### src/rtl/pmem_writeback_buffer_pkg.sv
// Shared types for the pmem writeback buffer: LC-3b word/line types, line address and FSM states.
package pmem_writeback_buffer_pkg;
  typedef logic [15:0]  lc3b_word;
  typedef logic [127:0] lc3b_line;
  typedef logic [11:0]  lc3b_line_addr;

  localparam int WB_DEPTH = 2;

  typedef enum logic [1:0] {WB_IDLE, WB_RD, WB_WR} wb_state_e;
endpackage

### src/rtl/pmem_writeback_buffer_if.sv
// Line-granular pmem port; used on the cache side (buffer is slave) and memory side (buffer is master).
interface pmem_writeback_buffer_if;
  import pmem_writeback_buffer_pkg::*;
  logic     read;
  logic     write;
  lc3b_word address;
  lc3b_line wdata;
  lc3b_line rdata;
  logic     resp;

  modport master (output read, write, address, wdata, input rdata, resp);
  modport slave  (input read, write, address, wdata, output rdata, resp);
endinterface

### src/rtl/pmem_writeback_buffer_wb_match.sv
// Read-address lookup over the eviction FIFO; reports whether any valid entry matches and the newest one.
module wb_match
  import pmem_writeback_buffer_pkg::*;
#(
  parameter int DEPTH = WB_DEPTH,
  parameter int PW    = $clog2(DEPTH)
) (
  input  lc3b_line_addr    entry_addr [DEPTH],
  input  logic [DEPTH-1:0] valid,
  input  logic [PW-1:0]    head,
  input  lc3b_line_addr    rd_addr,
  output logic             hit,
  output logic [PW-1:0]    hit_idx
);
  // Walk oldest to newest so the last match seen is the newest one.
  always_comb begin
    hit     = 1'b0;
    hit_idx = head;
    for (int k = 0; k < DEPTH; k++) begin
      if (valid[head + PW'(k)] && entry_addr[head + PW'(k)] == rd_addr) begin
        hit     = 1'b1;
        hit_idx = head + PW'(k);
      end
    end
  end
endmodule

### src/rtl/pmem_writeback_buffer.sv
// Eviction FIFO between cache and memory; fills bypass queued evictions, address match keeps reads coherent.
// Optional macro WB_FORWARD_EN: matching reads are answered from the buffer instead of forcing drains.
module pmem_writeback_buffer
  import pmem_writeback_buffer_pkg::*;
#(
  parameter int DEPTH = WB_DEPTH
) (
  input  logic                           clk,
  input  logic                           reset_n,
  pmem_writeback_buffer_if.slave         cache,
  pmem_writeback_buffer_if.master        pmem,
  output logic                           wb_empty
);
  localparam int PW = $clog2(DEPTH);
  localparam int CW = $clog2(DEPTH + 1);

  lc3b_line_addr    entry_addr [DEPTH];
  lc3b_line         entry_line [DEPTH];
  logic [PW-1:0]    head, tail;
  logic [CW-1:0]    count;
  logic [DEPTH-1:0] valid;
  wb_state_e        state, state_nxt;
  logic             cache_resp_q;
  lc3b_line         rdata_q;
  lc3b_line_addr    rd_addr_q;
  logic             hit;
  logic [PW-1:0]    hit_idx;
  logic             rd_pend, enq, pop, rd_done, fwd;

  // A request is considered only while its acknowledge is not already being presented.
  assign rd_pend = cache.read && !cache.write && !cache_resp_q;
  assign enq     = cache.write && !cache_resp_q && (count < CW'(DEPTH));
  assign pop     = (state == WB_WR) && pmem.resp;
  assign rd_done = (state == WB_RD) && pmem.resp;
`ifdef WB_FORWARD_EN
  assign fwd     = (state == WB_IDLE) && rd_pend && hit;
`else
  assign fwd     = 1'b0;
`endif

  always_comb begin
    valid = '0;
    for (int k = 0; k < DEPTH; k++)
      if (CW'(k) < count) valid[head + PW'(k)] = 1'b1;
  end

  wb_match #(.DEPTH(DEPTH), .PW(PW)) u_match (
    .entry_addr (entry_addr),
    .valid      (valid),
    .head       (head),
    .rd_addr    (cache.address[15:4]),
    .hit        (hit),
    .hit_idx    (hit_idx)
  );

  // Line storage is discarded on reset through the pointers, so it needs no reset itself.
  always_ff @(posedge clk) begin
    if (enq) begin
      entry_addr[tail] <= cache.address[15:4];
      entry_line[tail] <= cache.wdata;
    end
  end

  always_ff @(posedge clk or negedge reset_n) begin
    if (!reset_n) begin
      head  <= '0;
      tail  <= '0;
      count <= '0;
    end else begin
      if (enq) tail <= tail + 1'b1;
      if (pop) head <= head + 1'b1;
      if (enq && !pop)      count <= count + 1'b1;
      else if (pop && !enq) count <= count - 1'b1;
    end
  end

  always_ff @(posedge clk or negedge reset_n) begin
    if (!reset_n) begin
      cache_resp_q <= 1'b0;
      rdata_q      <= '0;
      rd_addr_q    <= '0;
    end else begin
      cache_resp_q <= enq || rd_done || fwd;
      if (rd_done)  rdata_q <= pmem.rdata;
      else if (fwd) rdata_q <= entry_line[hit_idx];
      if (state == WB_IDLE && state_nxt == WB_RD) rd_addr_q <= cache.address[15:4];
    end
  end

  always_ff @(posedge clk or negedge reset_n) begin
    if (!reset_n) state <= WB_IDLE;
    else          state <= state_nxt;
  end

  always_comb begin
    state_nxt = state;
    case (state)
      WB_IDLE: begin
        if (rd_pend) begin
`ifdef WB_FORWARD_EN
          state_nxt = hit ? WB_IDLE : WB_RD;
`else
          // A matching read must see memory only after every matching entry has drained.
          state_nxt = hit ? WB_WR : WB_RD;
`endif
        end else if (count != '0) begin
          state_nxt = WB_WR;
        end
      end
      WB_RD:   if (pmem.resp) state_nxt = WB_IDLE;
      WB_WR:   if (pmem.resp) state_nxt = WB_IDLE;
      default: state_nxt = WB_IDLE;
    endcase
  end

  always_comb begin
    pmem.read    = (state == WB_RD);
    pmem.write   = (state == WB_WR);
    pmem.address = '0;
    pmem.wdata   = '0;
    case (state)
      WB_RD: pmem.address = {rd_addr_q, 4'h0};
      WB_WR: begin
        pmem.address = {entry_addr[head], 4'h0};
        pmem.wdata   = entry_line[head];
      end
      default: ;
    endcase
  end

  assign cache.resp  = cache_resp_q;
  assign cache.rdata = rdata_q;
  assign wb_empty    = (count == '0) && (state == WB_IDLE);
endmodule

### src/flat_wrapper.sv
// flat-port wrapper written by rule: the top's interface ports become plain ports
module pmem_writeback_buffer_flat import pmem_writeback_buffer_pkg::*;
#(
  parameter int DEPTH = WB_DEPTH
)
  (clk, reset_n, wb_empty, cache_read, cache_write, cache_address, cache_wdata, cache_rdata, cache_resp, pmem_read, pmem_write, pmem_address, pmem_wdata, pmem_rdata, pmem_resp);
  pmem_writeback_buffer_if cache_i ();
  pmem_writeback_buffer_if pmem_i ();
  input  logic clk;
  input  logic reset_n;
  output logic wb_empty;
  input wire logic [$bits(cache_i.read)-1:0] cache_read;
  input wire logic [$bits(cache_i.write)-1:0] cache_write;
  input wire logic [$bits(cache_i.address)-1:0] cache_address;
  input wire logic [$bits(cache_i.wdata)-1:0] cache_wdata;
  output wire logic [$bits(cache_i.rdata)-1:0] cache_rdata;
  output wire logic [$bits(cache_i.resp)-1:0] cache_resp;
  output wire logic [$bits(pmem_i.read)-1:0] pmem_read;
  output wire logic [$bits(pmem_i.write)-1:0] pmem_write;
  output wire logic [$bits(pmem_i.address)-1:0] pmem_address;
  output wire logic [$bits(pmem_i.wdata)-1:0] pmem_wdata;
  input wire logic [$bits(pmem_i.rdata)-1:0] pmem_rdata;
  input wire logic [$bits(pmem_i.resp)-1:0] pmem_resp;
  assign cache_i.read = cache_read;
  assign cache_i.write = cache_write;
  assign cache_i.address = cache_address;
  assign cache_i.wdata = cache_wdata;
  assign cache_rdata = cache_i.rdata;
  assign cache_resp = cache_i.resp;
  assign pmem_read = pmem_i.read;
  assign pmem_write = pmem_i.write;
  assign pmem_address = pmem_i.address;
  assign pmem_wdata = pmem_i.wdata;
  assign pmem_i.rdata = pmem_rdata;
  assign pmem_i.resp = pmem_resp;
  pmem_writeback_buffer #(.DEPTH(DEPTH)) u_core (.clk(clk), .reset_n(reset_n), .cache(cache_i), .pmem(pmem_i), .wb_empty(wb_empty));
endmodule
### config.mk
export PLATFORM = sky130hd
export DESIGN_NAME = pmem_writeback_buffer_flat
export DESIGN_NICKNAME = d
export VERILOG_FILES = /design/src/rtl/pmem_writeback_buffer_pkg.sv /design/src/rtl/pmem_writeback_buffer_if.sv /design/src/rtl/pmem_writeback_buffer_wb_match.sv /design/src/rtl/pmem_writeback_buffer.sv /design/src/flat_wrapper.sv
export SDC_FILE = /design/constraint.sdc
export NUM_CORES = 1
export LEC_CHECK = 0
export CAP_MARGIN = 20
export CORE_AREA = 2 2 217 219
export CTS_CLUSTER_SIZE = 16
export DETAILED_ROUTE_END_ITERATION = 8
export DIE_AREA = 0 0 219 221
export GPL_TIMING_DRIVEN = 0
export HOLD_SLACK_MARGIN = 0.08
export PLACE_DENSITY_LB_ADDON = 0.12
export SETUP_SLACK_MARGIN = 0.05
export SYNTH_ARGS = -nofsm -noshare
export SYNTH_HDL_FRONTEND = slang
export SYNTH_SLANG_ARGS = --single-unit
### constraint.sdc
create_clock -name clk -period 7.9 [get_ports clk]
set_input_delay 1.185 -clock clk [delete_from_list [all_inputs] [get_ports clk]]
set_output_delay 1.185 -clock clk [all_outputs]
set_load 0.05 [all_outputs]
==> flow_summary.html <==
<table>
<tr><th>Metric</th><th>Value</th></tr>
<tr><th colspan="2">Status</th></tr>
<tr><td>Run status</td><td>completed</td></tr>
<tr><th colspan="2">STA</th></tr>
<tr><td>Final count of negative-setup-slack endpoints</td><td>0</td></tr>
<tr><td>Relative slew slack</td><td>40.3%</td></tr>
<tr><td>Setup Total Neg Slack</td><td>0 ns</td></tr>
<tr><td>Fin worst setup slack</td><td>2.75 ns</td></tr>
<tr><td>Skew final</td><td>0.0419 ns</td></tr>
<tr><td>Share of the clock period used by the worst path</td><td>65.2%</td></tr>
<tr><td>RSZ-0062 raised after global routing</td><td>no</td></tr>
<tr><td>Final slew viol count</td><td>0</td></tr>
<tr><td>Transition time at the pin with the least slew margin</td><td>0.896 ns</td></tr>
<tr><td>Final hold violation count</td><td>0</td></tr>
<tr><td>Post-Route Hold Slack</td><td>roughly 0.50 ns</td></tr>
<tr><td>Max Freq</td><td>roughly 0.19 GHz</td></tr>
<tr><td>Clock period minus final worst setup slack</td><td>between 5 and 6 ns</td></tr>
<tr><th colspan="2">Clocking</th></tr>
<tr><td>Maximum buffer depth of the clock tree</td><td>3</td></tr>
<tr><td>Clock latency of the later-clocked register in the worst-skew pair</td><td>roughly 0.59 ns</td></tr>
<tr><td>Number of buffers inserted to repair setup after CTS</td><td>0</td></tr>
<tr><td>Cts-stage hold buffer count</td><td>0</td></tr>
<tr><td>Sink Count</td><td>427</td></tr>
<tr><td>Deepest level of the CTS H-tree</td><td>2</td></tr>
<tr><td>Clock slew seen by the registers of the worst setup and hold paths</td><td>0.06 ns</td></tr>
<tr><td>Total of cells resized after clock tree synthesis</td><td>0</td></tr>
<tr><td>CTS tree</td><td>done</td></tr>
<tr><td>CTS root buffer</td><td>sky130_fd_sc_hd__clkbuf_16</td></tr>
<tr><td>Inserted Clock Buffers</td><td>46</td></tr>
<tr><th colspan="2">Floorplan</th></tr>
<tr><td>Num rows</td><td>79</td></tr>
<tr><td>Die Footprint</td><td>~48000 µm²</td></tr>
<tr><td>Top-level port count</td><td>553</td></tr>
<tr><td>Die outline width</td><td>219 µm</td></tr>
<tr><td>Chip Height</td><td>221 µm</td></tr>
<tr><td>Starting utilization of the core area</td><td>37.3%</td></tr>
<tr><td>Total core area</td><td>46100 µm²</td></tr>
<tr><th colspan="2">Placed design</th></tr>
<tr><td>Post-placement setup slack</td><td>3.25 ns</td></tr>
<tr><td>Cell area after placement</td><td>23600 µm²</td></tr>
<tr><td>Port Buffer Count</td><td>544</td></tr>
<tr><td>Global placer's final weighted congestion</td><td>slightly above 0.8</td></tr>
<tr><td>Number of placed instances with taps included</td><td>2262</td></tr>
<tr><td>Post-DP HPWL</td><td>37700 µm</td></tr>
<tr><th colspan="2">Layout</th></tr>
<tr><td>Final Core Density</td><td>54.2%</td></tr>
<tr><td>Growth of design area from synthesis to finish</td><td>45.6%</td></tr>
<tr><td>Area of all placed cells without fillers</td><td>25000 µm²</td></tr>
<tr><td>Ratio of cells with drive above 1 in the final layout</td><td>12.5%</td></tr>
<tr><td>Non-filler instance count after layout</td><td>2351</td></tr>
<tr><td>Fin nets</td><td>just under 2000</td></tr>
<tr><th colspan="2">GRT</th></tr>
<tr><td>Vias in the first global route</td><td>11500</td></tr>
<tr><td>Largest net degree at the start of global routing</td><td>87</td></tr>
<tr><td>All-layer global routing usage</td><td>20.7%</td></tr>
<tr><td>Total congestion overflow after global routing</td><td>0</td></tr>
<tr><td>First-pass GRT wire length</td><td>between 70000 and 80000 µm</td></tr>
<tr><td>Number of antenna violations at the first check in global routing</td><td>6</td></tr>
<tr><th colspan="2">Min path</th></tr>
<tr><td>Type of the most critical hold path</td><td>reg2reg</td></tr>
<tr><th colspan="2">Route</th></tr>
<tr><td>Total detailed-routing wirelength</td><td>50800 µm</td></tr>
<tr><td>Average wire per cell in the routed design</td><td>21.6 µm</td></tr>
<tr><td>Via count</td><td>11400</td></tr>
<tr><td>Number of antenna-violating nets in the routed design</td><td>0</td></tr>
<tr><td>Pre-Repair DR Iteration Count</td><td>4</td></tr>
<tr><td>DRC violation total after the first TritonRoute iteration</td><td>between 600 and 700</td></tr>
<tr><td>Number of remaining DRC errors</td><td>0</td></tr>
<tr><td>Via-per-instance ratio</td><td>between 4 and 5</td></tr>
<tr><th colspan="2">Worst setup path</th></tr>
<tr><td>Nature of the critical path startpoint</td><td>register</td></tr>
<tr><td>Endpoint type of the worst setup path</td><td>primary output</td></tr>
<tr><td>Worst Path Max Fanout</td><td>10</td></tr>
<tr><td>Type of the setup path with the least slack</td><td>reg2out</td></tr>
<tr><td>Data arrival time of the critical path</td><td>3.97 ns</td></tr>
<tr><td>Data required time at the worst endpoint</td><td>6.71 ns</td></tr>
<tr><th colspan="2">Yosys</th></tr>
<tr><td>Cell taking the most area after synthesis</td><td>sky130_fd_sc_hd__edfxtp_1</td></tr>
<tr><td>Number of synthesized flops with an enable pin</td><td>280</td></tr>
<tr><td>Top cells by area in the synthesized netlist</td><td>sky130_fd_sc_hd__edfxtp_1, sky130_fd_sc_hd__dfrtp_1, sky130_fd_sc_hd__mux2i_1</td></tr>
<tr><td>Primary flip-flop cell chosen by synthesis mapping</td><td>sky130_fd_sc_hd__edfxtp_1</td></tr>
<tr><td>Yosys top cell area share</td><td>49.0%</td></tr>
<tr><td>Flip-flop and latch count after synthesis</td><td>about 430</td></tr>
<tr><td>Mean cell area of the mapped netlist</td><td>about 16 µm²</td></tr>
<tr><td>Post-synthesis instance total</td><td>1100</td></tr>
<tr><td>Synth warnings</td><td>0</td></tr>
<tr><td>Distinct cell type count after synthesis</td><td>37</td></tr>
<tr><td>Proportion of synthesized flip-flops having asynchronous set or reset</td><td>34.4%</td></tr>
<tr><td>Sequential fraction of the synthesis area</td><td>70.4%</td></tr>
<tr><td>Netlist area before placement</td><td>17200 µm²</td></tr>
<tr><th colspan="2">Flow run</th></tr>
<tr><td>Max-Cap Viols</td><td>0</td></tr>
<tr><th colspan="2">Pwr</th></tr>
<tr><td>Pwr Density</td><td>roughly 460 nW/µm²</td></tr>
<tr><td>Total power draw</td><td>11.4 mW</td></tr>
<tr><td>Maximum vdd drop</td><td>0.326 mV</td></tr>
<tr><td>Leakage power summed over all cells</td><td>between 9 and 10 nW</td></tr>
</table>
[per-layer routing]
metal	vias to the layer above	track usage, %	share of wire, %
met2	332	35.8	52
li1	5237	-	-
met3	51	7.16	8.1
met5	-	0	0.045
met4	4	5.56	1.6
met1	5726	24.5	38
[cell usage in the layout (no fill, tap or decap), types with 3 or more instances in the layout]
| cell type | instances |
|---|---|
| sky130_fd_sc_hd__buf_2 | 4 |
| sky130_fd_sc_hd__clkinv_2 | 11 |
| sky130_fd_sc_hd__clkinv_1 | 6 |
| sky130_fd_sc_hd__xor2_1 | 9 |
| sky130_fd_sc_hd__nand2_1 | 30 |
| sky130_fd_sc_hd__mux2i_1 | 152 |
| sky130_fd_sc_hd__clkdlybuf4s50_1 | 543 |
| sky130_fd_sc_hd__nor2_1 | 128 |
| sky130_fd_sc_hd__nor2b_1 | 7 |
| sky130_fd_sc_hd__mux2_2 | 128 |
| sky130_fd_sc_hd__buf_16 | 3 |
| sky130_fd_sc_hd__clkbuf_8 | 4 |
| sky130_fd_sc_hd__a311oi_1 | 12 |
| sky130_fd_sc_hd__clkbuf_16 | 46 |
| sky130_fd_sc_hd__ha_1 | 7 |
| sky130_fd_sc_hd__and3_1 | 24 |
| sky130_fd_sc_hd__o211ai_1 | 25 |
| sky130_fd_sc_hd__edfxtp_1 | 280 |
| sky130_fd_sc_hd__clkbuf_1 | 55 |
| sky130_fd_sc_hd__buf_12 | 5 |
| sky130_fd_sc_hd__and2_1 | 15 |
| sky130_fd_sc_hd__buf_6 | 4 |
| sky130_fd_sc_hd__o21ai_0 | 14 |
| sky130_fd_sc_hd__and2b_1 | 6 |
| sky130_fd_sc_hd__conb_1 | 4 |
| sky130_fd_sc_hd__buf_4 | 4 |
| sky130_fd_sc_hd__nand4_1 | 3 |
| sky130_fd_sc_hd__nor4_1 | 3 |
| sky130_fd_sc_hd__xnor2_1 | 19 |
| sky130_fd_sc_hd__dfrtp_1 | 147 |
| sky130_fd_sc_hd__inv_1 | 7 |
| sky130_fd_sc_hd__buf_1 | 13 |
| sky130_fd_sc_hd__diode_2 | 4 |
[power breakdown]
part / switching [mW] / total [mW] / internal (mW) / leakage, nW
logic: 4.02 / 6.08 / 2.06 / 4.56
registers: 0.269 / 3.34 / 3.07 / 4.33
clock network: 0.891 / 2.01 / 1.12 / 0.692
total: 5.18 / 11.4 / 6.25 / 9.58
[kinds of logic (layout without fill, tap and decap cells)]
family	after synthesis	count (layout)	synth area share, %
xor+xnor	28	28	1.43
other cells	1	8	0.0219
flops	427	427	70.4
compound gates	58	58	2.52
mux	280	280	17.3
fa+ha+maj	7	7	0.510
buf+inv	73	710	1.84
simple gates	226	226	5.96
[sequential cells by signal, indices dropped and copies added, names as in the netlist]
register            count
u_core.cache.rdata    128
u_core.cache.resp       1
u_core.count            2
u_core.entry_addr      24
u_core.entry_line     256
u_core.head             1
u_core.rd_addr_q       12
u_core.state            2
u_core.tail             1
[worst paths after layout]
kind	from	to	slack, ns	cells past startpoint
hold reg to reg	u_core.cache.rdata[46]	u_core.cache.rdata[46]	0.50	1
setup reg to reg	u_core.state[1]	u_core.rd_addr_q[9]	5.13	9
max in group asynchronous	reset_n	u_core.cache.rdata[11]	6.45	2
min in group asynchronous	reset_n	u_core.cache.rdata[26]	0.60	1
setup / recovery	u_core.head	pmem_wdata[57]	2.75	7
hold / removal	u_core.cache.rdata[46]	u_core.cache.rdata[46]	0.50	1
[layout make-up]
cell class                 instances  area, µm²
buffer                            66        290
tap                              607        759
antenna                            4       10.0
clock inverter                    22        151
sequential                       427      12100
timing repair buffer             552       5630
fill                            3914      21100
multi-input combinational        603       4780
clock buffer                      63       1250
inverter                           7       26.3
[synth_stat cells (all sizes together) (2+ instances only)]
master / number
xnor2: 19
nand2: 30
a21oi: 2
o211ai: 25
nor2: 129
o21ai: 14
a311oi: 12
nor4: 3
nor2b: 7
mux2i: 152
ha: 7
dfrtp: 147
xor2: 9
buf: 24
mux2: 128
and3: 24
edfxtp: 280
nand2b: 2
inv: 7
clkbuf: 42
nor3: 2
and2: 16
and2b: 6
nand4: 3
[worst max-delay path, stage by stage, from the launching register on]
cell                              delay (ns)
sky130_fd_sc_hd__dfrtp_1                0.34
sky130_fd_sc_hd__buf_6                  0.16
sky130_fd_sc_hd__buf_2                  0.31
sky130_fd_sc_hd__clkbuf_1               0.61
sky130_fd_sc_hd__buf_1                  0.64
sky130_fd_sc_hd__mux2i_1                0.31
sky130_fd_sc_hd__nor2_1                 0.15
sky130_fd_sc_hd__clkdlybuf4s50_1        0.88
Note: power is estimated with default switching activity, not from simulation.
